`config.mk`:
```
export PLATFORM = sky130hd
export DESIGN_NAME = sparc_npc_sel_ctrl
export DESIGN_NICKNAME = d
export VERILOG_FILES = /design/src/rtl/sparc_npc_sel_ctrl.sv
export SDC_FILE = /design/constraint.sdc
export NUM_CORES = 1
export LEC_CHECK = 0
export ABC_AREA = 1
export CORE_AREA = 2 2 39 41
export DETAILED_ROUTE_END_ITERATION = 10
export DIE_AREA = 0 0 41 43
export GPL_ROUTABILITY_DRIVEN = 0
export PLACE_DENSITY_LB_ADDON = 0.1
export SLEW_MARGIN = 20
export SYNTH_ARGS = -nofsm -noshare
export SYNTH_HDL_FRONTEND = slang
export SYNTH_SLANG_ARGS = --single-unit
```
`constraint.sdc`:
```
create_clock -name clk -period 1.5 [get_ports clk]
set_input_delay 0.375 -clock clk [delete_from_list [all_inputs] [get_ports clk]]
set_output_delay 0.375 -clock clk [all_outputs]
set_load 0.01 [all_outputs]
```
`src/rtl/sparc_npc_sel_ctrl.sv`:
```
// rtl/sparc_npc_sel_ctrl.sv - SPARC fetch-stage nPC source select and delayed-branch sequencer
module sparc_npc_sel_ctrl #(
    parameter int TRAP_FLUSH_CYCLES = 2
) (
    input  logic       clk,
    input  logic       reset_n,
    input  logic       stall,
    input  logic       trap_req,
    input  logic       id_is_branch,
    input  logic       id_cond_true,
    input  logic       id_annul,
    input  logic       id_branch_always,
    input  logic       id_is_call,
    input  logic       id_is_jmpl,
    output logic [1:0] npc_sel,
    output logic       pc_ld,
    output logic       if_squash,
    output logic       trap_flush,
    output logic       in_delay_slot
);

    typedef enum logic [1:0] {
        ST_RUN   = 2'd0,
        ST_DELAY = 2'd1,
        ST_ANNUL = 2'd2,
        ST_TRAP  = 2'd3
    } state_t;

    localparam logic [1:0] SEL_SEQ  = 2'b00;
    localparam logic [1:0] SEL_REL  = 2'b01;
    localparam logic [1:0] SEL_JMPL = 2'b10;
    localparam logic [1:0] SEL_TRAP = 2'b11;

    localparam logic [3:0] TRAP_CNT_LOAD = 4'(TRAP_FLUSH_CYCLES - 1);

    state_t     state_q;
    state_t     state_d;
    logic [3:0] cnt_q;
    logic [3:0] cnt_d;

    logic [1:0] dec_sel;
    state_t     dec_next;
    logic       dec_squash;
    logic       br_taken;
    logic       br_annul;

    // Decode of the CTI currently in ID; only consulted in RUN and DELAY.
    always_comb begin
        dec_sel    = SEL_SEQ;
        dec_next   = ST_RUN;
        dec_squash = 1'b0;
        br_taken   = id_branch_always | id_cond_true;
        // The a-bit annuls the delay slot for BA and for any untaken branch.
        br_annul   = id_annul & (id_branch_always | ~id_cond_true);
        if (id_is_jmpl) begin
            dec_sel  = SEL_JMPL;
            dec_next = ST_DELAY;
        end else if (id_is_call) begin
            dec_sel  = SEL_REL;
            dec_next = ST_DELAY;
        end else if (id_is_branch) begin
            dec_sel    = br_taken ? SEL_REL : SEL_SEQ;
            dec_next   = br_annul ? ST_ANNUL : ST_DELAY;
            dec_squash = br_annul;
        end
    end

    always_comb begin
        state_d    = state_q;
        cnt_d      = cnt_q;
        npc_sel    = SEL_SEQ;
        pc_ld      = 1'b0;
        if_squash  = 1'b0;
        trap_flush = 1'b0;
        if (!reset_n) begin
            if_squash = 1'b1;
            state_d   = ST_RUN;
            cnt_d     = 4'd0;
        end else if (trap_req) begin
            npc_sel    = SEL_TRAP;
            pc_ld      = 1'b1;
            if_squash  = 1'b1;
            trap_flush = 1'b1;
            state_d    = ST_TRAP;
            cnt_d      = TRAP_CNT_LOAD;
        end else begin
            case (state_q)
                ST_TRAP: begin
                    trap_flush = 1'b1;
                    if (!stall) begin
                        pc_ld     = 1'b1;
                        if_squash = 1'b1;
                        if (cnt_q == 4'd0) begin
                            state_d = ST_RUN;
                        end else begin
                            cnt_d = cnt_q - 4'd1;
                        end
                    end
                end
                ST_ANNUL: begin
                    if (!stall) begin
                        pc_ld   = 1'b1;
                        state_d = ST_RUN;
                    end
                end
                default: begin
                    // npc_sel follows decode even while stalled; commit waits for !stall.
                    npc_sel = dec_sel;
                    if (!stall) begin
                        pc_ld     = 1'b1;
                        if_squash = dec_squash;
                        state_d   = dec_next;
                    end
                end
            endcase
        end
    end

    assign in_delay_slot = reset_n & (state_q == ST_DELAY);

    always_ff @(posedge clk) begin
        if (!reset_n) begin
            state_q <= ST_RUN;
            cnt_q   <= 4'd0;
        end else begin
            state_q <= state_d;
            cnt_q   <= cnt_d;
        end
    end

endmodule

```
; ---- Word level (Yosys, flattened, before mapping)
; Cells that the tools add are included.
; Widths: inputs -> output; s select.
[word_totals]
ff_bits = 6
inputBits = 10
out_inout_bits = 6
elab_cells = 59
[op_classes]
add_sub_neg = 1
eq_ne = 6
mux = 34
n_bitwise = 8
reduce_logical = 7
[ops]
columns = op, n
row1 = $mux 2, 13
row2 = $mux 1, 19
row3 = $reduce_and 3->1, 2
row4 = $eq 2x2->1 const B, 2
row5 = $logic_not 4->1, 1
row6 = $not 1->1, 4
row7 = $pmux 2 s2, 1
row8 = $reduce_or 2->1, 2
row9 = $sub 4x1->4 const B, 1
row10 = $ne 3x3->1 const B, 1
row11 = $and 1x1->1, 2
row12 = $eq 2x1->1 const B, 1
row13 = $ne 2x1->1 const B, 1
row14 = $ne 2x2->1 const B, 1
row15 = $or 1x1->1, 2
row16 = $pmux 1 s2, 1
row17 = $reduce_and 2->1, 1
row18 = $reduce_bool 2->1, 1

; ---- Logic depth before layout (Yosys ltp)
; Gate-level depths: netlist of the first run.
[logic_depth]
depth_word = 10
mapped_depth = 9
mapped_depth_nobuf = 9

; ---- Least setup slack after synthesis of the first run
; No wires, ideal clock.
[synth_timing]
kind = input-to-output
from = input id_is_branch
to = output if_squash
arrival_ns = 0.835
t_required_ns = 1.125
setup_slack_ns = 0.290
stages = 6
path_buffers = 0
cell_sequence = inv_1 > nor2_1 > nand2_1 > nor2_1 > o21ai_0 > nand2_1
[synth_between]
elab_chain_len = 7
[synth_rtl]
columns = element, line
row1 = start: declaration, 9  ; input logic id_is_branch,
row2 = $mux 1, 61  ; end else if (id_is_branch) begin
row3 = $mux 1, 58  ; end else if (id_is_call) begin
row4 = $mux 1, 55  ; if (id_is_jmpl) begin
row5 = $mux 1, 109  ; if (!stall) begin
row6 = $pmux 1 s2, 87  ; case (state_q)
row7 = $mux 1, 79  ; end else if (trap_req) begin
row8 = $mux 1, 75  ; if (!reset_n) begin
row9 = end: declaration, 17  ; output logic if_squash,
; Every way passes these cells.

; ---- Final worst setup path of the first run
[layout_timing]
from = input id_is_jmpl
to = output if_squash
[layout_between]
elab_chain_len = 5
[layout_rtl]
columns = element, line
row1 = start: declaration, 14  ; input logic id_is_jmpl,
row2 = $mux 1, 55
row3 = $mux 1, 109
row4 = $pmux 1 s2, 87
row5 = $mux 1, 79
row6 = $mux 1, 75
; Every way passes these cells.

==> results of run 1 <==
-- critical path: cells and delay by family --
family	cells	cell delay, ps
buf+inv	2	320
simple gates	4	360
compound gates	1	70
-- where the power goes --
part	switching [W]	internal, W	total [W]
Clock	0.0000670	0.0000911	0.000158
Sequential	0.00000797	0.000167	0.000175
Combinational	0.0000771	0.0000845	0.000162
Total	0.000152	0.000343	0.000495
-- cells in the final DEF, fill, tap and decap left out, drive strengths merged --
| master | count |
|---|---|
| nand3b | 1 |
| buf | 21 |
| dfxtp | 6 |
| clkinv | 1 |
| inv | 10 |
| nand2 | 29 |
| ha | 1 |
| nor2 | 12 |
| clkbuf | 3 |
| nand4 | 2 |
| dlygate4sd2 | 5 |
| o21ai | 3 |
| a21boi | 1 |
| clkdlybuf4s15 | 5 |
| nand3 | 4 |
| a21oi | 8 |
-- stage by stage --
step	instance area [um2]	power, W
3_3_place_gp	734.5	0.0003396
5_1_grt	775.7	0.0005266
6_report	775.7	0.0004949
4_1_cts	745.7	0.0004922
3_5_place_dp	734.5	0.0003401
2_1_floorplan	466.7	0.0002500
-- cells by family (layout without fill, tap and decap cells) --
family                     after synthesis  after routing
AOI/OAI and AO/OA                       12             12
adders and majority gates                1              1
buffers and inverters                   12             45
DFF                                      6              6
and+or+nand+nor                         48             48
-- layout make-up --
type | instances | area [um2] | area share (%)
Sequential cell | 6 | 123.9 | 15.97
Timing Repair Buffer | 31 | 244.0 | 31.45
Clock buffer | 3 | 22.52 | 2.903
Multi-Input combinational cell | 61 | 322.8 | 41.61
Inverter | 11 | 42.54 | 5.484
Tap cell | 16 | 20.02 | 2.581
-- worst paths after layout --
| kind | end | from | cells after the start | slack [ps] |
|---|---|---|---|---|
| worst max-delay path | if_squash | id_is_jmpl | 7 | 1 |
| worst min-delay path | cnt_q[1] | cnt_q[1] | 2 | 470 |
| worst max register to register | cnt_q[1] | cnt_q[0] | 8 | 250 |
| worst min register to register | cnt_q[1] | cnt_q[1] | 2 | 470 |
-- flip-flops by register name (all words and copies together) (netlist names) --
signal and flops:
cnt_q 4, state_q 2
-- metal layers --
metal / track usage (%) / up-vias / wire length [um]
li1: - / 317 / -
met5: 0 / - / 0
met3: 6.283 / 2 / 51
met2: 23.44 / 12 / 553
met4: 6.000 / 0 / 8
met1: 19.94 / 249 / 532
-- repair_timing --
action	4_1_cts	5_1_grt
gates cloned	0	0
setup buffers	0	2
pin swaps	8	6
endpoints found under the setup margin	6	5
resized for setup	46	6
==> flow_summary.html, run 1 <==
<table>
<tr><th>Metric</th><th>Value</th></tr>
<tr><th colspan="2">STA</th></tr>
<tr><td>Slack of the critical path</td><td>1.371 ps</td></tr>
<tr><td>Number of hold violations in the final report</td><td>0</td></tr>
<tr><td>Max-slew headroom at the worst pin</td><td>87.90%</td></tr>
<tr><td>Clock period minus worst slack</td><td>1499 ps</td></tr>
<tr><td>Final setup violation count</td><td>0</td></tr>
<tr><td>Setup TNS</td><td>0 ps</td></tr>
<tr><td>Period Utilization, post-route</td><td>99.91%</td></tr>
<tr><td>Setup repair after global routing missed its margin</td><td>yes</td></tr>
<tr><td>Final Max Slew Viols</td><td>0</td></tr>
<tr><td>Max Clock Freq</td><td>0.6673 GHz</td></tr>
<tr><td>Actual slew at the worst max-slew pin</td><td>180.9 ps</td></tr>
<tr><td>Hold slack final</td><td>465.7 ps</td></tr>
<tr><td>Post-route clock skew</td><td>9.571 ps</td></tr>
<tr><th colspan="2">Routing</th></tr>
<tr><td>Count of TritonRoute iterations in the first routing pass</td><td>4</td></tr>
<tr><td>Total wire length after detailed routing</td><td>1.146 mm</td></tr>
<tr><td>Vias per cell</td><td>4.531</td></tr>
<tr><td>Via Count</td><td>580</td></tr>
<tr><td>Routed wirelength normalized by instance count</td><td>8.953 um</td></tr>
<tr><td>Iteration-0 DRC count of the detailed router</td><td>12</td></tr>
<tr><td>Remaining design rule violation count</td><td>0</td></tr>
<tr><td>Post-detailed-route count of antenna-violating nets</td><td>0</td></tr>
<tr><th colspan="2">Synthesis</th></tr>
<tr><td>Leading cell types by count after synthesis</td><td>25 x nand2_1, 10 x nor2_1, 9 x inv_1</td></tr>
<tr><td>Post-synthesis compound-gate area fraction</td><td>15.01%</td></tr>
<tr><td>Warning count from the yosys run</td><td>0</td></tr>
<tr><td>Synth cell types</td><td>18</td></tr>
<tr><td>Dominant synthesized flop cell</td><td>dfxtp_1</td></tr>
<tr><td>Proportion of synthesized area in mux cells</td><td>0%</td></tr>
<tr><td>Adder-cell share of the synthesized area</td><td>2.681%</td></tr>
<tr><td>Synth Net Count</td><td>90</td></tr>
<tr><td>Post-Synth XOR/XNOR Area</td><td>0%</td></tr>
<tr><td>Mean instance size in the synthesized netlist</td><td>5.908 um2</td></tr>
<tr><td>Number of synthesized flops with an enable pin</td><td>0</td></tr>
<tr><td>Sequential share of the synthesized area</td><td>25.74%</td></tr>
<tr><td>Largest cells by area after synthesis</td><td>dfxtp_1 26%, nand2_1 20%, nor2_1 8.0%, a21oi_1 7.5%, inv_1 7.2%</td></tr>
<tr><td>Basic-gate share of the synthesized area counting and, or, nand and nor cells</td><td>45.84%</td></tr>
<tr><td>Cell with the most instances after synthesis</td><td>nand2_1</td></tr>
<tr><td>Leading area contributor after synthesis</td><td>dfxtp_1</td></tr>
<tr><td>Share of Yosys cell area claimed by the top area cell type</td><td>25.74%</td></tr>
<tr><td>Combinational family with the most area after synthesis</td><td>simple AND/OR/NAND/NOR gates</td></tr>
<tr><td>Count of mapped cells out of synthesis</td><td>79</td></tr>
<tr><td>Share of async-settable or async-resettable flops after synthesis</td><td>0%</td></tr>
<tr><td>Cell area after synthesis</td><td>466.7 um2</td></tr>
<tr><td>Number of synthesized register bits</td><td>6</td></tr>
<tr><th colspan="2">Critical path</th></tr>
<tr><td>Max incr delay on CP</td><td>200 ps</td></tr>
<tr><td>Maximum fanout encountered on the critical timing path</td><td>3</td></tr>
<tr><td>Cell chain of the critical path</td><td>clkdlybuf4s15_1 -&gt; nor2_1 -&gt; nand2_2 -&gt; nor2_4 -&gt; o21ai_1 -&gt; nand2_1 -&gt; buf_2</td></tr>
<tr><td>Critical Path AT</td><td>1120 ps</td></tr>
<tr><td>Kind of critical path</td><td>in2out</td></tr>
<tr><td>Nature of the critical path endpoint</td><td>output port</td></tr>
<tr><td>Slowest stage cell on the critical path</td><td>clkdlybuf4s15_1</td></tr>
<tr><td>Critical path startpoint category</td><td>input pin</td></tr>
<tr><td>Critical path required time</td><td>1120 ps</td></tr>
<tr><th colspan="2">Finish</th></tr>
<tr><td>Number of antenna cells inserted</td><td>0</td></tr>
<tr><td>Final standard cell utilization of the core</td><td>56.06%</td></tr>
<tr><td>Share of post-route cells with drive strength above 1</td><td>41.07%</td></tr>
<tr><td>Filler-free cell count of the finished design</td><td>128</td></tr>
<tr><td>Area added between synthesis and finish</td><td>66.22%</td></tr>
<tr><td>Number of nets in the layout</td><td>125</td></tr>
<tr><td>Fill cell total of the finished layout</td><td>142</td></tr>
<tr><th colspan="2">Floorplanning</th></tr>
<tr><td>Standard-cell row count</td><td>14</td></tr>
<tr><td>Chip Width</td><td>41 um</td></tr>
<tr><td>Top-level I/O count</td><td>16</td></tr>
<tr><td>Die Footprint</td><td>0.001763 mm2</td></tr>
<tr><td>Core area</td><td>0.001384 mm2</td></tr>
<tr><td>Initial cell density of the core</td><td>33.73%</td></tr>
<tr><td>Floorplan die height</td><td>43 um</td></tr>
<tr><th colspan="2">Hold path</th></tr>
<tr><td>Worst hold path class</td><td>reg2reg</td></tr>
<tr><th colspan="2">Run status</th></tr>
<tr><td>Status</td><td>finished clean</td></tr>
<tr><th colspan="2">CTS</th></tr>
<tr><td>Buffer cell driving the clock tree root</td><td>clkbuf_4</td></tr>
<tr><td>Number of buffers between clock root and the deepest sink</td><td>2</td></tr>
<tr><td>Clk sink count</td><td>6</td></tr>
<tr><td>Clock tree from TritonCTS</td><td>yes</td></tr>
<tr><td>Clk_lat worst skew</td><td>250 ps</td></tr>
<tr><td>Post-CTS Hold Buffers</td><td>0</td></tr>
<tr><td>Clock-pin slew of the registers on the worst-case setup and hold paths</td><td>40 ps</td></tr>
<tr><td>Number of buffers inserted during clock tree synthesis</td><td>3</td></tr>
<tr><td>Count of H-tree levels built during CTS</td><td>1</td></tr>
<tr><th colspan="2">Power</th></tr>
<tr><td>Total power density per cell area</td><td>638.0 mW/mm2</td></tr>
<tr><td>VDD IR max</td><td>336.0 uV</td></tr>
<tr><td>Leakage power of the design</td><td>0.3809 nW</td></tr>
<tr><th colspan="2">GRT</th></tr>
<tr><td>Pin count of the biggest net entering global routing</td><td>7</td></tr>
<tr><td>GRT Resource Usage Total</td><td>15.86%</td></tr>
<tr><td>Antenna violations before repair</td><td>0</td></tr>
<tr><td>Global-route wire length before repair</td><td>1.925 mm</td></tr>
<tr><td>Total grt overflow</td><td>0</td></tr>
<tr><td>Vias in the first global route</td><td>480</td></tr>
<tr><th colspan="2">Placed design</th></tr>
<tr><td>Post-DP HPWL</td><td>941.7 um</td></tr>
<tr><td>Worst slack after detailed placement</td><td>-761.9 ps</td></tr>
<tr><td>Cells after DPL</td><td>123</td></tr>
<tr><td>Count of buffers from port buffering</td><td>15</td></tr>
<tr><th colspan="2">Job</th></tr>
<tr><td>Reported max-cap violation count</td><td>0</td></tr>
</table>
No activity file was read; power rests on OpenSTA's default activity.
==> inputs of run 2 (changes only) <==
Settings changed: GPL_ROUTABILITY_DRIVEN 0 to unset.
==> results of run 2 <==
Same layout as run 1: the final DEF is identical, and so are final timing and power.
